## src/rtl/xgs_spi_arbiter.sv

```systemverilog
// Round-robin arbiter sharing one XGS sensor SPI command master between NUM_REQ requesters.
// One command in flight at a time; the response or timeout error is returned to the winner only.
module xgs_spi_arbiter #(
    parameter int NUM_REQ = 3,
    parameter int ADDR_W  = 15,
    parameter int DATA_W  = 16,
    parameter int TIMEOUT = 4096
) (
    input  logic                      sysclk,
    input  logic                      sysrst,
    input  logic [NUM_REQ-1:0]        req_valid,
    input  logic [NUM_REQ-1:0]        req_rnw,
    input  logic [NUM_REQ*ADDR_W-1:0] req_addr,
    input  logic [NUM_REQ*DATA_W-1:0] req_wdata,
    output logic [NUM_REQ-1:0]        req_ready,
    output logic [NUM_REQ-1:0]        rsp_valid,
    output logic [DATA_W-1:0]         rsp_rdata,
    output logic                      rsp_error,
    output logic                      spi_cmd_valid,
    input  logic                      spi_cmd_ready,
    output logic                      spi_cmd_rnw,
    output logic [ADDR_W-1:0]         spi_cmd_addr,
    output logic [DATA_W-1:0]         spi_cmd_wdata,
    input  logic                      spi_done,
    input  logic [DATA_W-1:0]         spi_rdata,
    output logic                      spi_abort,
    output logic                      busy,
    output logic [2:0]                owner,
    output logic [15:0]               timeout_cnt
);

    localparam int IDX_W = (NUM_REQ > 1) ? $clog2(NUM_REQ) : 1;
    localparam int CNT_W = $clog2(TIMEOUT);

    typedef enum logic [1:0] {ST_IDLE, ST_ISSUE, ST_WAIT, ST_RESP} state_t;

    state_t              state_reg;
    logic [NUM_REQ-1:0]  req_ready_reg;
    logic [NUM_REQ-1:0]  rsp_valid_reg;
    logic [DATA_W-1:0]   rsp_rdata_reg;
    logic                rsp_error_reg;
    logic                spi_cmd_valid_reg;
    logic                spi_cmd_rnw_reg;
    logic [ADDR_W-1:0]   spi_cmd_addr_reg;
    logic [DATA_W-1:0]   spi_cmd_wdata_reg;
    logic                spi_abort_reg;
    logic                busy_reg;
    logic [2:0]          owner_reg;
    logic [IDX_W-1:0]    last_reg;
    logic [15:0]         timeout_cnt_reg;
    logic [CNT_W-1:0]    wait_cnt_reg;
    logic [IDX_W-1:0]    winner_next;

    logic [ADDR_W-1:0]   addr_arr  [NUM_REQ];
    logic [DATA_W-1:0]   wdata_arr [NUM_REQ];

    generate
        for (genvar gi = 0; gi < NUM_REQ; gi++) begin : g_unpack
            assign addr_arr[gi]  = req_addr[gi*ADDR_W +: ADDR_W];
            assign wdata_arr[gi] = req_wdata[gi*DATA_W +: DATA_W];
        end
    endgenerate

    // Walk offsets from far to near so the requester closest after last_reg wins.
    always_comb begin
        winner_next = '0;
        for (int off = NUM_REQ; off >= 1; off--) begin
            int cand;
            logic [IDX_W-1:0] cand_idx;
            cand = int'(last_reg) + off;
            if (cand >= NUM_REQ) cand = cand - NUM_REQ;
            cand_idx = IDX_W'(cand);
            if (req_valid[cand_idx]) winner_next = cand_idx;
        end
    end

    always_ff @(posedge sysclk) begin
        if (sysrst) begin
            state_reg         <= ST_IDLE;
            req_ready_reg     <= '0;
            rsp_valid_reg     <= '0;
            rsp_rdata_reg     <= '0;
            rsp_error_reg     <= 1'b0;
            spi_cmd_valid_reg <= 1'b0;
            spi_cmd_rnw_reg   <= 1'b0;
            spi_cmd_addr_reg  <= '0;
            spi_cmd_wdata_reg <= '0;
            spi_abort_reg     <= 1'b0;
            busy_reg          <= 1'b0;
            owner_reg         <= '0;
            last_reg          <= IDX_W'(NUM_REQ - 1);
            timeout_cnt_reg   <= '0;
            wait_cnt_reg      <= '0;
        end else begin
            req_ready_reg <= '0;
            spi_abort_reg <= 1'b0;
            case (state_reg)
                ST_IDLE: begin
                    if (|req_valid) begin
                        spi_cmd_rnw_reg   <= req_rnw[winner_next];
                        spi_cmd_addr_reg  <= addr_arr[winner_next];
                        spi_cmd_wdata_reg <= wdata_arr[winner_next];
                        spi_cmd_valid_reg <= 1'b1;
                        req_ready_reg     <= NUM_REQ'(1) << winner_next;
                        owner_reg         <= 3'(winner_next);
                        last_reg          <= winner_next;
                        busy_reg          <= 1'b1;
                        state_reg         <= ST_ISSUE;
                    end
                end
                ST_ISSUE: begin
                    if (spi_cmd_ready) begin
                        spi_cmd_valid_reg <= 1'b0;
                        wait_cnt_reg      <= '0;
                        state_reg         <= ST_WAIT;
                    end
                end
                ST_WAIT: begin
                    if (spi_done) begin
                        rsp_rdata_reg <= spi_rdata;
                        rsp_error_reg <= 1'b0;
                        rsp_valid_reg <= NUM_REQ'(1) << owner_reg;
                        state_reg     <= ST_RESP;
                    end else if (wait_cnt_reg == CNT_W'(TIMEOUT - 1)) begin
                        spi_abort_reg <= 1'b1;
                        rsp_rdata_reg <= '0;
                        rsp_error_reg <= 1'b1;
                        if (timeout_cnt_reg != 16'hFFFF) timeout_cnt_reg <= timeout_cnt_reg + 16'd1;
                        state_reg     <= ST_RESP;
                    end else begin
                        wait_cnt_reg <= wait_cnt_reg + CNT_W'(1);
                    end
                end
                ST_RESP: begin
                    // After an abort the response pulse is issued one cycle later than after a done.
                    if (|rsp_valid_reg) begin
                        rsp_valid_reg <= '0;
                        busy_reg      <= 1'b0;
                        state_reg     <= ST_IDLE;
                    end else begin
                        rsp_valid_reg <= NUM_REQ'(1) << owner_reg;
                    end
                end
                default: state_reg <= ST_IDLE;
            endcase
        end
    end

    assign req_ready     = req_ready_reg;
    assign rsp_valid     = rsp_valid_reg;
    assign rsp_rdata     = rsp_rdata_reg;
    assign rsp_error     = rsp_error_reg;
    assign spi_cmd_valid = spi_cmd_valid_reg;
    assign spi_cmd_rnw   = spi_cmd_rnw_reg;
    assign spi_cmd_addr  = spi_cmd_addr_reg;
    assign spi_cmd_wdata = spi_cmd_wdata_reg;
    assign spi_abort     = spi_abort_reg;
    assign busy          = busy_reg;
    assign owner         = owner_reg;
    assign timeout_cnt   = timeout_cnt_reg;

endmodule

```

## config.mk

```make
export PLATFORM = sky130hd
export DESIGN_NAME = xgs_spi_arbiter
export DESIGN_NICKNAME = d
export VERILOG_FILES = /design/src/rtl/xgs_spi_arbiter.sv
export SDC_FILE = /design/constraint.sdc
export NUM_CORES = 1
export LEC_CHECK = 0
export CAP_MARGIN = 20
export CORE_UTILIZATION = 25
export DETAILED_ROUTE_END_ITERATION = 7
export PLACE_DENSITY = 0.54
export SLEW_MARGIN = 5
export SYNTH_ARGS = -nofsm -noshare
export SYNTH_HDL_FRONTEND = slang
export SYNTH_SLANG_ARGS = --single-unit
export TNS_END_PERCENT = 50
```

## constraint.sdc

```tcl
create_clock -name sysclk -period 3.75 [get_ports sysclk]
set_clock_uncertainty 0.15 [all_clocks]
set_input_delay 0.375 -clock sysclk [delete_from_list [all_inputs] [get_ports sysclk]]
set_output_delay 0.375 -clock sysclk [all_outputs]
set_load 0.005 [all_outputs]
```

==> results by group <==
Drt
  • DR DRC count: 0
  • DRT iter0 DRCs: 181
  • Initial DRT Pass Iterations: 6
  • Final WL: 14.2 mm
  • Routed vias: 4,204
  • DR WL/cell: 16.1 um
  • Vias/cell: 4.79
  • DRT antenna net count: 0

STA
  • Min Tclk post-route: 2.71 ns
  • Worst Tran Pin Value: about 0.85 ns
  • Setup tns final: 0 ns
  • RSZ-0062 raised after global routing: no
  • Fin. max-slew vios: 0
  • Final setup fails: 0
  • Peak Freq: 369 MHz
  • Period utilization: 72.2%
  • Final hold vios: 0
  • Slew headroom: between 40% and 50%

Critical path
  • Crit path required time: 3.81 ns
  • Critical Path AT: 2.77 ns
  • Worst Setup Path Type: reg2reg
  • CP startpoint kind: flip-flop
  • Crit-path max cell delay: 0.50 ns
  • CP Cell Sequence: inv_1, ha_1, o211ai_1, a21oi_1, a21oi_4, buf_4, mux2i_1, a2111oi_0
  • Crit. End Element: flip-flop
  • Critical path peak fanout: 35
  • Reg2reg path depth: 8
  • Crit-path slowest cell: buf_4

Synthesis
  • Sequential share of the synthesized area: between 40 and 50%
  • Top_reg_cell synth: dfxtp_1
  • Post-synth cell types: between 40 and 50
  • Synthesized area per cell: 9.05 um2
  • Synth Area in Adders: under 10%
  • Cell Area, Synth: 4270 um2
  • Multiplexer share of the synthesized area: 8.20%
  • Post-synth EDFFs: 0
  • Asr flop ratio synth: 0%
  • Simple-Gate Fraction of Synth Area: 20.0%
  • Syn. warnings: 0
  • Most numerous cell in the Yosys netlist: nor2_1
  • Largest family of logic cells by synthesized area: simple AND/OR/NAND/NOR gates
  • Area contributors post-synth: dfxtp_1, nor2_1, mux2i_1, a2111oi_0, a22o_1
  • Post-synth top cells: nor2_1, dfxtp_1, mux2i_1
  • Post-Syn Nets: approximately 600
  • Compound-Gate Fraction of Synth Area: 17.5%
  • Post-Synth XOR/XNOR Area: 4.92%
  • Yosys top cell by area: dfxtp_1
  • Share of the synthesized area in the top cell type: a little over two fifths
  • Gate Count Post-Synth: approximately 470
  • Synthesis-stage register bit count: between 90 and 100

Clock network
  • Setup Fix Bufs, Post-CTS: 0
  • Clk root buf: clkbuf_16
  • Clk Latency, worst-skew pair: 0.35 ns
  • Resize count post-CTS: 0
  • CTS tree: done
  • CTS sink cnt: 91
  • Hold_buf cts: 0
  • Reg clk slew, reported paths: 0.07 ns
  • Max Root-Sink Buffers: 2
  • H-tree depth: 3
  • Num CTS Buffers: 9

Min path
  • Hold Path Stages: 1
  • Hold WC Path Type: reg2reg

Power
  • Power share of the clock group: 24.5%
  • P per Cell Area: 581 nW/um2
  • Leakage Power: approximately 2.6 nW
  • Logic pwr share: 41.8%
  • Sequential share of power: 33.7%
  • Max VDD drop: 0.238 mV
  • P_int: 0.00255 W
  • NetSw: roughly 0.0014 W
  • Total Power: 0.00392 W
  • Switch share: 34.9%

Floorplan
  • Die Area: 17,600 um2
  • Die height: approximately 130 um
  • Initial core utilization: around 26%
  • Top Ports: 196
  • FP Rows: 47
  • Die Width: 133 um
  • Total core area: 16,600 um2

Place
  • Placed cell areas: 6420 um2
  • RePlAce Congestion: slightly above 0.8
  • Post-DP HPWL: 10.4 mm
  • IO Port Bufs: 194

Layout
  • Ant. Diodes: 0
  • Layout cells sized above 1: 5.17%
  • Final #Nets: 782
  • Final instance area: 6740 um2
  • Utilization after layout: between 40% and 50%
  • P&R area growth vs syn: 57.7%

Global routing
  • Grt ovf: 0
  • Global-route wire length before repair: about 22 mm
  • Initial antenna violation count: 0
  • Total GRT Usage: 16.3%
  • Vias in the first global route: 4,392
  • Largest net degree at the start of global routing: 37

Run
  • Maxcap violations: 0

Run status
  • Status: complete, no violations
-- final cells by class --
cell class / instances / area [um2]
Clock inverter: 6 / 72.6
Sequential cell: 91 / 1820
Tap cell: 220 / 275
Multi-Input combinational cell: 342 / 2310
Clock buffer: 10 / 239
Fill cell: 1619 / 9900
Inverter: 7 / 26.3
Timing Repair Buffer: 202 / 2000
-- kinds of logic (layout without fill, tap and decap cells) --
| group | after synthesis | after routing |
|---|---|---|
| AO/OA/AOI/OAI | 94 | 94 |
| XOR/XNOR | 24 | 24 |
| adder cells (fa/ha/maj) | 10 | 10 |
| buffers and inverters | 39 | 225 |
| flip-flops | 91 | 91 |
| multiplexers | 35 | 35 |
| other | 1 | 1 |
| AND/OR/NAND/NOR | 178 | 178 |
-- power by group through the flow --
stage / clock network, W / registers, W / logic (W)
5_1_grt: 0.00103 / 0.00135 / 0.00179
4_1_cts: 0.000991 / 0.00132 / 0.00167
3_3_place_gp: 0 / 0.00133 / 0.00163
2_1_floorplan: 0 / 0.00133 / 0.000849
3_5_place_dp: 0 / 0.00134 / 0.00166
6_report: 0.000959 / 0.00132 / 0.00164
-- final timing paths --
path / start / to / slack (ns)
hold / removal: rsp_rdata[15]$_SDFFE_PP0P_ / rsp_rdata[15]$_SDFFE_PP0P_ / 0.33
setup / recovery: last_reg[0]$_SDFFE_PP0N_ / spi_cmd_addr[3]$_SDFFE_PP0N_ / 1.04
setup reg to reg: last_reg[0]$_SDFFE_PP0N_ / spi_cmd_addr[3]$_SDFFE_PP0N_ / 1.04
hold reg to reg: rsp_rdata[15]$_SDFFE_PP0P_ / rsp_rdata[15]$_SDFFE_PP0P_ / 0.33
-- layout by cell type (no fill, tap or decap), types with 4 or more instances in the layout --
master           count
o21ai_0              6
a2111oi_0           32
a22o_1              16
ha_1                10
o2111ai_1            7
nand2b_1             4
nand4_1              9
xnor2_1             11
dfxtp_1             91
nand2_1             13
and3_1               9
nor4_1               8
xor2_1              13
clkbuf_16            9
a21oi_1             14
nand3_1              5
inv_1                7
mux2i_1             35
nor2_1             104
clkdlybuf4s50_1    193
buf_4                8
and2_1               5
-- per-layer routing --
metal | vias to the layer above | GRT usage [%] | wire length, um | share of wire, %
met5 | - | 0 | 0 | 0
met4 | 0 | 6.77 | 334 | 2.4
met3 | 22 | 6.59 | 1200 | 8.5
met2 | 148 | 27.6 | 6680 | 47
met1 | 1953 | 18.0 | 5960 | 42
li1 | 2081 | - | - | -
-- stage by stage --
stage / instances / setup slack, ns / hold WS (ns)
finish: 878 / 1.04 / 0.330
global route: 878 / 0.769 / 0.352
CTS: 877 / 0.973 / 0.336
detailed placement: 861 / 0.957 / 0.315
global placement: 861 / 1.17 / 0.313
floorplan: 472 / 1.45 / 0.319
-- worst max-delay path: cells and delay by family (launching register included) --
kind / cells / cell delay (ns)
AO/OA/AOI/OAI: 4 / 0.80
adder cells (fa/ha/maj): 1 / 0.36
buffers and inverters: 2 / 0.62
flip-flops: 1 / 0.47
multiplexers: 1 / 0.15
No activity file was read; power rests on OpenSTA's default activity.
